==> src/rtl/ulaw_codec_pipe.sv <==
// ulaw_codec_pipe: two-stage elastic G.711 u-law codec. Each sample carries its own mode
// (0 = expand code->linear, 1 = compress linear->code) and channel tag.
// S1 registers sign/segment/mantissa for both modes; S2 registers the finished result.
// Optional feature: define ULAW_CLIP_CNT_EN to build the saturating compress clip counter;
// without it clip_cnt is tied to zero and the datapath is unchanged.
module ulaw_codec_pipe #(
  parameter int LIN_W = 14,
  parameter int CH_W  = 2
) (
  input  logic             clk,
  input  logic             rst,
  input  logic             in_valid,
  output logic             in_ready,
  input  logic             in_mode,
  input  logic [CH_W-1:0]  in_ch,
  input  logic [LIN_W-1:0] in_data,
  output logic             out_valid,
  input  logic             out_ready,
  output logic             out_mode,
  output logic [CH_W-1:0]  out_ch,
  output logic [LIN_W-1:0] out_data,
  output logic [15:0]      clip_cnt
);

  localparam int          SH      = LIN_W - 14;
  localparam logic [14:0] MAG_MAX = 15'd8158;

  // Magnitude of the 14-bit core sample; one extra bit so -8192 maps to +8192.
  function automatic logic [14:0] abs_lin(input logic [LIN_W-1:0] d);
    logic signed [LIN_W:0] xs;
    logic signed [LIN_W:0] xa;
    xs = signed'({d[LIN_W-1], d}) >>> SH;
    xa = xs[LIN_W] ? -xs : xs;
    return xa[14:0];
  endfunction

  // Clamp the compress magnitude to the largest value the code space can represent.
  function automatic logic [14:0] sat_mag(input logic [14:0] mag);
    return (mag > MAG_MAX) ? MAG_MAX : mag;
  endfunction

  // Segment = position of the leading one of the biased magnitude, minus 5.
  function automatic logic [2:0] seg_of(input logic [12:0] b);
    logic [2:0] seg;
    seg = 3'd0;
    for (int i = 0; i <= 12; i++) begin
      if (i >= 5 && b[i]) seg = 3'(i - 5);
    end
    return seg;
  endfunction

  // Decoded code back to signed linear, scaled up to the I/O width.
  function automatic logic signed [LIN_W-1:0] expand_lin(input logic s, input logic [2:0] seg,
                                                         input logic [3:0] m);
    logic [13:0]             mag;
    logic signed [13:0]      lin14;
    logic signed [LIN_W-1:0] ext;
    mag   = ((14'({m, 1'b0}) + 14'd33) << seg) - 14'd33;
    lin14 = s ? -signed'(mag) : signed'(mag);
    ext   = LIN_W'(lin14);
    return ext <<< SH;
  endfunction

`ifdef ULAW_CLIP_CNT_EN
  // Saturating increment for the clip counter.
  function automatic logic [15:0] sat_inc(input logic [15:0] v);
    return (v == 16'hFFFF) ? v : v + 16'd1;
  endfunction
`endif

  logic             vld_p1_q, vld_p1_d;
  logic             mode_p1_q, mode_p1_d;
  logic [CH_W-1:0]  ch_p1_q, ch_p1_d;
  logic             sign_p1_q, sign_p1_d;
  logic [2:0]       seg_p1_q, seg_p1_d;
  logic [3:0]       mant_p1_q, mant_p1_d;

  logic             vld_p2_q, vld_p2_d;
  logic             mode_p2_q, mode_p2_d;
  logic [CH_W-1:0]  ch_p2_q, ch_p2_d;
  logic [LIN_W-1:0] data_p2_q, data_p2_d;

  logic             s1_take, s2_take;
  logic [14:0]      f_mag;
  logic [12:0]      f_b;
  logic             f_sign;
  logic [2:0]       f_seg;
  logic [3:0]       f_mant;
  logic [LIN_W-1:0] lin_res;
  logic [LIN_W-1:0] code_res;

  // Input decode: both modes reduce to sign/segment/mantissa before S1.
  always_comb begin
    f_mag = abs_lin(in_data);
    f_b   = 13'(sat_mag(f_mag) + 15'd33);
    if (in_mode) begin
      f_sign = in_data[LIN_W-1];
      f_seg  = seg_of(f_b);
      f_mant = f_b[{1'b0, f_seg} + 4'd1 +: 4];
    end else begin
      f_sign = in_data[7];
      f_seg  = in_data[6:4];
      f_mant = in_data[3:0];
    end
  end

  // Handshake and stage advance: a stage loads when its successor is empty or draining.
  always_comb begin
    s2_take   = !vld_p2_q || out_ready;
    s1_take   = !vld_p1_q || s2_take;

    vld_p1_d  = vld_p1_q;
    mode_p1_d = mode_p1_q;
    ch_p1_d   = ch_p1_q;
    sign_p1_d = sign_p1_q;
    seg_p1_d  = seg_p1_q;
    mant_p1_d = mant_p1_q;
    if (s1_take) begin
      vld_p1_d = in_valid;
      if (in_valid) begin
        mode_p1_d = in_mode;
        ch_p1_d   = in_ch;
        sign_p1_d = f_sign;
        seg_p1_d  = f_seg;
        mant_p1_d = f_mant;
      end
    end

    lin_res  = expand_lin(sign_p1_q, seg_p1_q, mant_p1_q);
    code_res = LIN_W'({sign_p1_q, seg_p1_q, mant_p1_q});

    vld_p2_d  = vld_p2_q;
    mode_p2_d = mode_p2_q;
    ch_p2_d   = ch_p2_q;
    data_p2_d = data_p2_q;
    if (s2_take) begin
      vld_p2_d = vld_p1_q;
      if (vld_p1_q) begin
        mode_p2_d = mode_p1_q;
        ch_p2_d   = ch_p1_q;
        data_p2_d = mode_p1_q ? code_res : lin_res;
      end
    end
  end

  // Stage boundaries S1 -> S2 -> output; outputs return to zero on reset.
  always_ff @(posedge clk or posedge rst) begin
    if (rst) begin
      vld_p1_q  <= 1'b0;
      mode_p1_q <= 1'b0;
      ch_p1_q   <= '0;
      sign_p1_q <= 1'b0;
      seg_p1_q  <= 3'd0;
      mant_p1_q <= 4'd0;
      vld_p2_q  <= 1'b0;
      mode_p2_q <= 1'b0;
      ch_p2_q   <= '0;
      data_p2_q <= '0;
    end else begin
      vld_p1_q  <= vld_p1_d;
      mode_p1_q <= mode_p1_d;
      ch_p1_q   <= ch_p1_d;
      sign_p1_q <= sign_p1_d;
      seg_p1_q  <= seg_p1_d;
      mant_p1_q <= mant_p1_d;
      vld_p2_q  <= vld_p2_d;
      mode_p2_q <= mode_p2_d;
      ch_p2_q   <= ch_p2_d;
      data_p2_q <= data_p2_d;
    end
  end

  assign in_ready  = s1_take;
  assign out_valid = vld_p2_q;
  assign out_mode  = mode_p2_q;
  assign out_ch    = ch_p2_q;
  assign out_data  = data_p2_q;

`ifdef ULAW_CLIP_CNT_EN
  logic        f_clip;
  logic [15:0] clip_cnt_q, clip_cnt_d;

  // Count clipped compress samples as they are accepted at the input.
  always_comb begin
    f_clip     = in_mode && (f_mag > MAG_MAX);
    clip_cnt_d = clip_cnt_q;
    if (in_valid && s1_take && f_clip) clip_cnt_d = sat_inc(clip_cnt_q);
  end

  // Clip counter register, cleared only by reset.
  always_ff @(posedge clk or posedge rst) begin
    if (rst) clip_cnt_q <= 16'h0000;
    else     clip_cnt_q <= clip_cnt_d;
  end

  assign clip_cnt = clip_cnt_q;
`else
  assign clip_cnt = 16'h0000;
`endif

endmodule
==> config.mk <==
export PLATFORM = sky130hd
export DESIGN_NAME = ulaw_codec_pipe
export DESIGN_NICKNAME = d
export VERILOG_FILES = /design/src/rtl/ulaw_codec_pipe.sv
export SDC_FILE = /design/constraint.sdc
export NUM_CORES = 1
export LEC_CHECK = 0
export BUFFER_PORTS_ARGS = -buffer_cell sky130_fd_sc_hd__buf_4
export CAP_MARGIN = 20
export CORE_ASPECT_RATIO = 0.6
export CORE_MARGIN = 4
export CORE_UTILIZATION = 35
export CTS_CLUSTER_DIAMETER = 40
export CTS_CLUSTER_SIZE = 40
export DETAILED_ROUTE_END_ITERATION = 8
export GPL_ROUTABILITY_DRIVEN = 0
export HOLD_SLACK_MARGIN = 0.02
export MAX_ROUTING_LAYER = met4
export REMOVE_ABC_BUFFERS = 1
export SLEW_MARGIN = 20
export SYNTH_ARGS = -nofsm -noshare
export SYNTH_HDL_FRONTEND = slang
export SYNTH_SLANG_ARGS = --single-unit
export TNS_END_PERCENT = 100
==> constraint.sdc <==
create_clock -name clk -period 9.53 [get_ports clk]
set_input_delay 1.906 -clock clk [delete_from_list [all_inputs] [get_ports clk]]
set_output_delay 1.906 -clock clk [all_outputs]
set_load 0.05 [all_outputs]
Word level (Yosys, flattened, before mapping). Index checks and enable logic that the tools add are counted.

Output and inout port bits: 35. Word-level logic and storage cells: 40. Input port bits: 21. Bits in registers: 30.

Shifts and indexed selects: 2. Add/subtract/negate cells: 6. Reductions and logical operators: 6. $lt $le $gt $ge: 1. Mux-type cells: 15.

Operators by type and width (count): $mux W14 (2); $mux W3 (6); $gt A15 B13 Y1 const B (1); $mux W15 (1); $neg A14 Y15 (1); $neg A14 Y14 (1); $shl A7 B3 Y14 (1); $sub A14 B6 Y14 const B (1); $add A13 B6 Y13 const B (1); $mux W13 (1); $shiftx A13 B5 Y4 (1); $add A5 B6 Y7 const B (1); $add A3 B1 Y4 const B (1); $mux W2 (2); $mux W4 (1); $reduce_and A2 Y1 (2); $logic_not A1 Y1 (2); $logic_or A1 B1 Y1 (2); $mux W1 (2).

Longest topological paths before layout. Gate-level depths: netlist of the first run.

Depth in word-level cells: 16. Depth in mapped cells: 22. Depth with buffers taken out: 19.

Least setup slack after synthesis of the first run. Ideal clock, no wire load.

Kind: input port to flip-flop. Start: input in_data[1]. End: register mant_p1_q[2]. Library setup time: 0.084 ns. Stages on the path: 21. Path buffers: 2. Data required time: 9.446 ns. Setup slack: 3.544 ns. Arrival: 5.902 ns. Cells stage by stage: clkbuf_1 -> inv_1 -> ha_1 -> buf_2 -> and2_1 -> a221oi_1 -> o311ai_4 -> o211ai_4 -> nor2_1 -> nor2_1 -> o211ai_1 -> ha_1 -> inv_1 -> nand4_1 -> o21ai_0 -> a221o_1 -> nand3b_1 -> a211oi_4 -> mux2_2 -> a2bb2oi_2 -> a41oi_2.

Word-level cells in the longest chain between the ends: 16.

Ends and longest elaborated chain: start, declared (RTL line 16) `input logic [LIN_W-1:0] in_data,`; $neg A14 Y15 (RTL line 33) `xa = xs[LIN_W] ? -xs : xs;`; $mux W15 (*) (RTL line 33); $gt A15 B13 Y1 (RTL line 39) `return (mag > MAG_MAX) ? MAG_MAX : mag;`; $mux W13 (*) (RTL line 39); $add A13 B6 Y13 (*) (RTL line 95) `f_b = 13'(sat_mag(f_mag) + 15'd33);`; $mux W1 (RTL line 47) `if (i >= 5 && b[i]) seg = 3'(i - 5);`; $mux W2 (2 in a row) (RTL line 47); $mux W3 (4 in a row) (RTL line 47); $mux W3 (RTL line 96) `if (in_mode) begin`; $add A3 B1 Y4 (RTL line 99) `f_mant = f_b[{1'b0, f_seg} + 4'd1 +: 4];`; $shiftx A13 B5 Y4 (*) (RTL line 99); $mux W4 (*) (RTL line 96); end signal, assigned (RTL line 165) `mant_p1_q <= mant_p1_d;`; end, declared (RTL line 76) `logic [3:0] mant_p1_q, mant_p1_d;`.

Mark *: on every way between the ends. The rest lies on a longest branch, timed or not. The select of a mux whose other input is x is not followed. A chain may end at the register's enable or synchronous reset.

Worst setup path in the final report of the first run.
Start: input in_data[0]. End: register mant_p1_q[1].

Same word-level chain as after synthesis.

==> metrics, run 1 <==
die height 85.4 um; final net count 498; R2R depth 14; die width approximately 140 um; final-report hold violation count 0; vias in the first global route just over 3,000; Vias 3,372; vias per inst roughly 5.6; Clk Latency, worst-skew pair between 0.2 and 0.3 ns; fill cell count 979; Core Footprint roughly 0.0095 mm^2; Adder-Cell Fraction of Synth Area 0.0179; Diodes inserted 0; Routed Antenna Nets 0; TritonCTS clock tree yes; commonest non-fill, non-tap cell in the layout nand2_1; EDFF count, synth 0; first-pass detailed-route iteration total 5; Worst Clk Skew 0.00410 ns; asr flop ratio synth 1.00; kind of critical path input pin to flip-flop; largest net degree at the start of global routing 31; CTS Buf Count 5; Fmax between 100 and 150 MHz; clk root buf clkbuf_16; Max FO, Critical Path 12; R2R Path Start seg_p1_q[0]; gr usage total 0.172; Post-Syn Area approximately 0.0035 mm^2; Area Growth Syn to Fin 12.0%; pwr/cell area slightly below 200 mW/mm^2; Reg clk slew, reported paths ~0.05 ns; Tmin final 6.80 ns; most frequent cells in the layout 54 x nand2_1, 40 x buf_4, 39 x nor2_1; status complete, no violations; antenna violations before repair 0; XOR/XNOR Fraction of Synth Area 0.0802; Most used DFF post-synth dfrtp_1; final period utilization 0.714; YS warnings 0; main combinational cell family by area after synthesis simple AND/OR/NAND/NOR gates; max cap viols 0; Final Util 0.414; Synth cell types 78; worst slack at placement between 2 and 3 ns; mux contribution to synthesized area 0.0666; Reg2Reg Setup Slack just under 6 ns; io pins between 50 and 60; Rel. slew slack 0.407; layout cells sized above 1 0.182; initial cell density of the core 0.370; Die ar. 0.0117 mm^2; worst vdd ir 0.0822 mV; WP data required slightly below 10 ns; sequential fraction of the synthesis area 0.215; cells after synthesis about 450; Synth Area in Compound Gates 0.262; hold-critical path depth 2; Yosys top cell by area dfrtp_1; Layout Cell Area excl Fill approximately 0.004 mm^2; row count 27; DP Wirelength between 7000 and 8000 um; Worst-Margin Slew 0.883 ns; worst min-delay path endpoint out_data[0]; Syn Area/Cell 7.73 um^2; register bit total from synthesis 30; Port Buffers 39; Sum Neg Setup Slack 0 ns; H-Tree Depth 2; Worst setup SP type input pin; Static Leak roughly 0.0016 uW; GRT overflow 0; largest cells by area after synthesis dfrtp_1 21%, nand2_1 5.8%, xnor2_1 5.3%; final WL 9710 um; post-route setup slack 2.73 ns; Hold Crit Class flip-flop to flip-flop; maximum root-to-sink buffer count 2; Post-CTS Repair Setup Buffers 0; Remaining DRCs 0; # setup viols final 0; WP data arrival approximately 7.0 ns; routed len/inst around 16 um; DR iter-0 viols about 210; Synth top area share 0.215; CTS Sinks 30; reg2reg end out_data[12]; Pins Over Slew Limit 0; WHS around 0.47 ns; Simple-Gate Fraction of Synth Area 0.271; Worst Min Path Start out_data[0]; first-pass GRT wire length ~16,000 um; RSZ-0062 raised after global routing false; PostCTS Resize Cnt 0; Placement Cell Area 0.00377 mm^2; Critical Path Sink Type flip-flop; count of hold-fix buffers inserted at cts 0
==> power breakdown <==
group	switching, uW	internal (uW)	leakage [uW]
logic	270	142	0.00118
registers	33.7	160	0.000364
clock network	54.4	103	0.0000739
total	358	405	0.00161
==> layout make-up <==
| type | count | area, um^2 | share of cell area |
|---|---|---|---|
| multi-input cells | 380 | 2500 | 0.638 |
| flip-flops and latches | 30 | 751 | 0.192 |
| clock inverters | 1 | 5.00 | 0.00128 |
| repair buffers | 40 | 300 | 0.0767 |
| inverters | 15 | 56.3 | 0.0144 |
| well taps | 130 | 163 | 0.0415 |
| clock buffers | 7 | 143 | 0.0364 |
==> cell usage after synthesis (all sizes together) (5+ instances only) <==
cell type  instances
nor2b              5
o21ai             40
and2               5
dfrtp             30
mux2i             12
xor2              11
nor3              13
nand2b             9
a22o               8
ha                 5
inv               15
or2                6
nand3             14
mux2              10
clkbuf            15
xnor2             21
buf               27
a21oi             25
o211ai             5
nor2              39
nand2             54
==> worst max-delay path, stage by stage <==
cell and delay (ns):
buf_4 0.14, inv_1 0.10, ha_1 0.41, or3b_1 0.39, a221oi_1 0.60, o311ai_4 0.24, o211ai_4 0.19, nor2_1 0.13
nor2_1 0.23, o211ai_1 0.14, ha_1 0.31, nand3_1 0.22, a21oi_1 0.10, nor3_1 0.19, a2111oi_1 0.09, and4_1 0.25
nor3_2 0.59, mux2_2 0.41, o2111ai_1 0.25, o31ai_2 0.09
==> cells by family after synthesis <==
family / count (synthesis)
mux: 22
other cells: 1
fa+ha+maj: 5
compound gates: 125
flops: 30
simple gates: 180
buf+inv: 57
xor+xnor: 32
==> metrics by stage <==
| stage | total power, uW | cells |
|---|---|---|
| 2_1_floorplan | 492 | 425 |
| 3_3_place_gp | 602 | 595 |
| 3_5_place_dp | 603 | 595 |
| 4_1_cts | 765 | 603 |
| 5_1_grt | 813 | 603 |
| 6_report | 763 | 603 |
==> flip-flops by register name, summed over array words and instances (netlist names) <==
register   count
out_data      14
mant_p1_q      4
seg_p1_q       3
ch_p1_q        2
out_ch         2
mode_p1_q      1
out_mode       1
out_valid      1
sign_p1_q      1
vld_p1_q       1
==> worst max-delay path by stage <==
stage,slack [ns],end,from,cells after the start
after global placement,2.69,mant_p1_q[3],in_data[0],20
after floorplan,3.47,mant_p1_q[1],in_data[0],19
after CTS,2.80,mant_p1_q[1],in_data[0],20
after detailed placement,2.52,mant_p1_q[1],in_data[0],20
after global routing,2.26,mant_p1_q[3],in_data[0],20
final,2.73,mant_p1_q[1],in_data[0],20
==> per-layer routing <==
layer | global-route usage | wire length (um) | vias up
met1 | 0.280 | 5040 | 1549
met4 | 0.0290 | 52 | 0
met3 | 0.0361 | 1010 | 7
li1 | - | - | 1639
met2 | 0.210 | 3620 | 177
met5 | - | 0 | -
Note: power is estimated with default switching activity, not from simulation.
==> inputs of run 2 (changes only) <==
==> constraint.sdc (replaced) <==
create_clock -name clk -period 6.7 [get_ports clk]
set_input_delay 1.34 -clock clk [delete_from_list [all_inputs] [get_ports clk]]
set_output_delay 1.34 -clock clk [all_outputs]
set_load 0.05 [all_outputs]
==> metrics, run 2 (synthesis gave the netlist of run 1 again) <==
# setup viols final 0 (unchanged); DR iter-0 viols 277 (+33%); layout cells sized above 1 0.187 (+0.00516); vias in the first global route 3,045 (-0.59%); first-pass GRT wire length 15,800 um (+0.22%); worst slack at placement 0.427 ns (-2.09 ns); H-Tree Depth 2 (unchanged); Storage cell area 751 um^2 (unchanged); worst vdd ir 0.134 mV (+62%); status complete, no violations; count of hold-fix buffers inserted at cts 0 (unchanged); gr usage total 0.173 (+0.000426); WP data required 6.86 ns (-2.82 ns); clk root buf clkbuf_16; Port Buffers 39 (unchanged); Core Footprint 0.00946 mm^2 (unchanged); Critical Path Sink Type flip-flop; io pins 56 (unchanged); Tmin final 6.17 ns; Sum Neg Setup Slack 0 ns (unchanged); Fmax 162 MHz; PostCTS Resize Cnt 0 (unchanged); max reg flops 14 (unchanged); Worst setup SP type input pin; CTS Buf Count 5 (unchanged); GRT overflow 0 (unchanged); Rel. slew slack 0.400 (-0.00772); Static Leak 0.00163 uW (+0.94%); pwr/cell area 276 mW/mm^2 (+42%); die width 137 um (unchanged); final period utilization 0.922; maximum root-to-sink buffer count 2 (unchanged); kind of critical path input pin to flip-flop; initial cell density of the core 0.370 (unchanged); WP data arrival 6.33 ns (-0.62 ns); most frequent cells in the layout 54 x nand2_1, 43 x buf_4, 39 x nor2_1; final-report hold violation count 0 (unchanged); Diodes inserted 0 (unchanged); Reg clk slew, reported paths 0.05 ns (about the same); CTS Sinks 30 (unchanged); Worst Clk Skew 0.00516 ns (+0.00106 ns); Clk Latency, worst-skew pair 0.28 ns (about the same); largest net degree at the start of global routing 31 (unchanged); Pins Over Slew Limit 0 (unchanged); RSZ-0062 raised after global routing false; first-pass detailed-route iteration total 5 (unchanged); TritonCTS clock tree yes; final net count 501 (+0.60%); antenna violations before repair 0 (unchanged); Final Util 0.416 (+0.00238); Post-CTS Repair Setup Buffers 0 (unchanged); row count 27 (unchanged); fill cell count 962 (-1.7%); Remaining DRCs 0 (unchanged); Max FO, Critical Path 12 (unchanged); commonest non-fill, non-tap cell in the layout nand2_1; multi-input logic area 0.00250 mm^2 (unchanged); die height 85.4 um (unchanged); Vias 3,391 (+0.56%); Worst-Margin Slew 0.894 ns (+0.0115 ns); Routed Antenna Nets 0 (unchanged); Area Growth Syn to Fin 12.6%; Hold Crit Class flip-flop to flip-flop; vias per inst 5.60 (about the same); max cap viols 0 (unchanged); routed len/inst 15.9 um (-1.4%); post-route setup slack 0.525 ns (-2.20 ns); Die ar. 0.0117 mm^2 (unchanged); final WL 9620 um (-0.92%); DP Wirelength 7590 um (about the same)
[run 2: changes by cell type in the layout (fill, tap and decap cells not counted)]
cell | before | now
buf_4 | 40 | 43
[run 2: layout make-up]
| type | instances | share of cell area |
|---|---|---|
| Clock inverter | 1 | 0.00127 |
| Inverter | 15 | 0.0143 |
| Timing Repair Buffer | 43 | 0.0820 |
| Multi-Input combinational cell | 380 | 0.634 |
| Clock buffer | 7 | 0.0362 |
| Sequential cell | 30 | 0.191 |
| Tap cell | 130 | 0.0413 |
[run 2: stage by stage]
| step | power (uW) | hold WS (ns) | cells | instance area (um^2) |
|---|---|---|---|---|
| 2_1_floorplan | 700 | 0.442 | 425 | 3300 |
| 3_3_place_gp | 858 | 0.456 | 598 | 3790 |
| 3_5_place_dp | 860 | 0.466 | 598 | 3790 |
| 4_1_cts | 1090 | 0.477 | 606 | 3940 |
| 5_1_grt | 1160 | 0.492 | 606 | 3940 |
| 6_report | 1090 | 0.473 | 606 | 3940 |
[run 2: worst paths after layout]
| kind | start | to | slack (ns) | cells after the start |
|---|---|---|---|---|
| setup / recovery | in_data[0] | mant_p1_q[1] | 0.53 | 21 |
| hold / removal | out_data[1] | out_data[1] | 0.47 | 2 |
| setup reg to reg | seg_p1_q[0] | out_data[12] | 3.08 | 14 |
| hold reg to reg | out_data[1] | out_data[1] | 0.47 | 2 |
| max in group asynchronous | rst | out_data[4] | 5.28 | 3 |
| min in group asynchronous | rst | ch_p1_q[0] | 1.14 | 3 |
[run 2: layer usage]
layer  track usage  routed length (um)  up-vias
li1              -                   -     1645
met2         0.210                3490      163
met1         0.275                5050     1574
met3        0.0456                1020        9
met5             -                   0        -
met4        0.0308                  71        0
[run 2: power breakdown]
group,internal [uW],switching (uW),total [uW],leakage [uW]
logic,204,382,586,0.00119
clock network,147,80.0,227,0.0000739
registers,228,47.3,275,0.000364
[run 2: worst max-delay path, cell delays in order]
cell	delay [ns]
buf_4	0.14
inv_1	0.10
ha_1	0.40
nor3b_1	0.25
a31oi_1	0.13
xnor2_1	0.34
or3_1	0.52
nor2_1	0.21
nor2_1	0.13
o211ai_1	0.11
ha_1	0.33
nand3_1	0.27
a21oi_1	0.22
nor3_1	0.08
a2111oi_1	0.64
and4_1	0.31
nor3_2	0.05
buf_4	0.20
mux2_2	0.28
o2111ai_1	0.21
o31ai_2	0.08
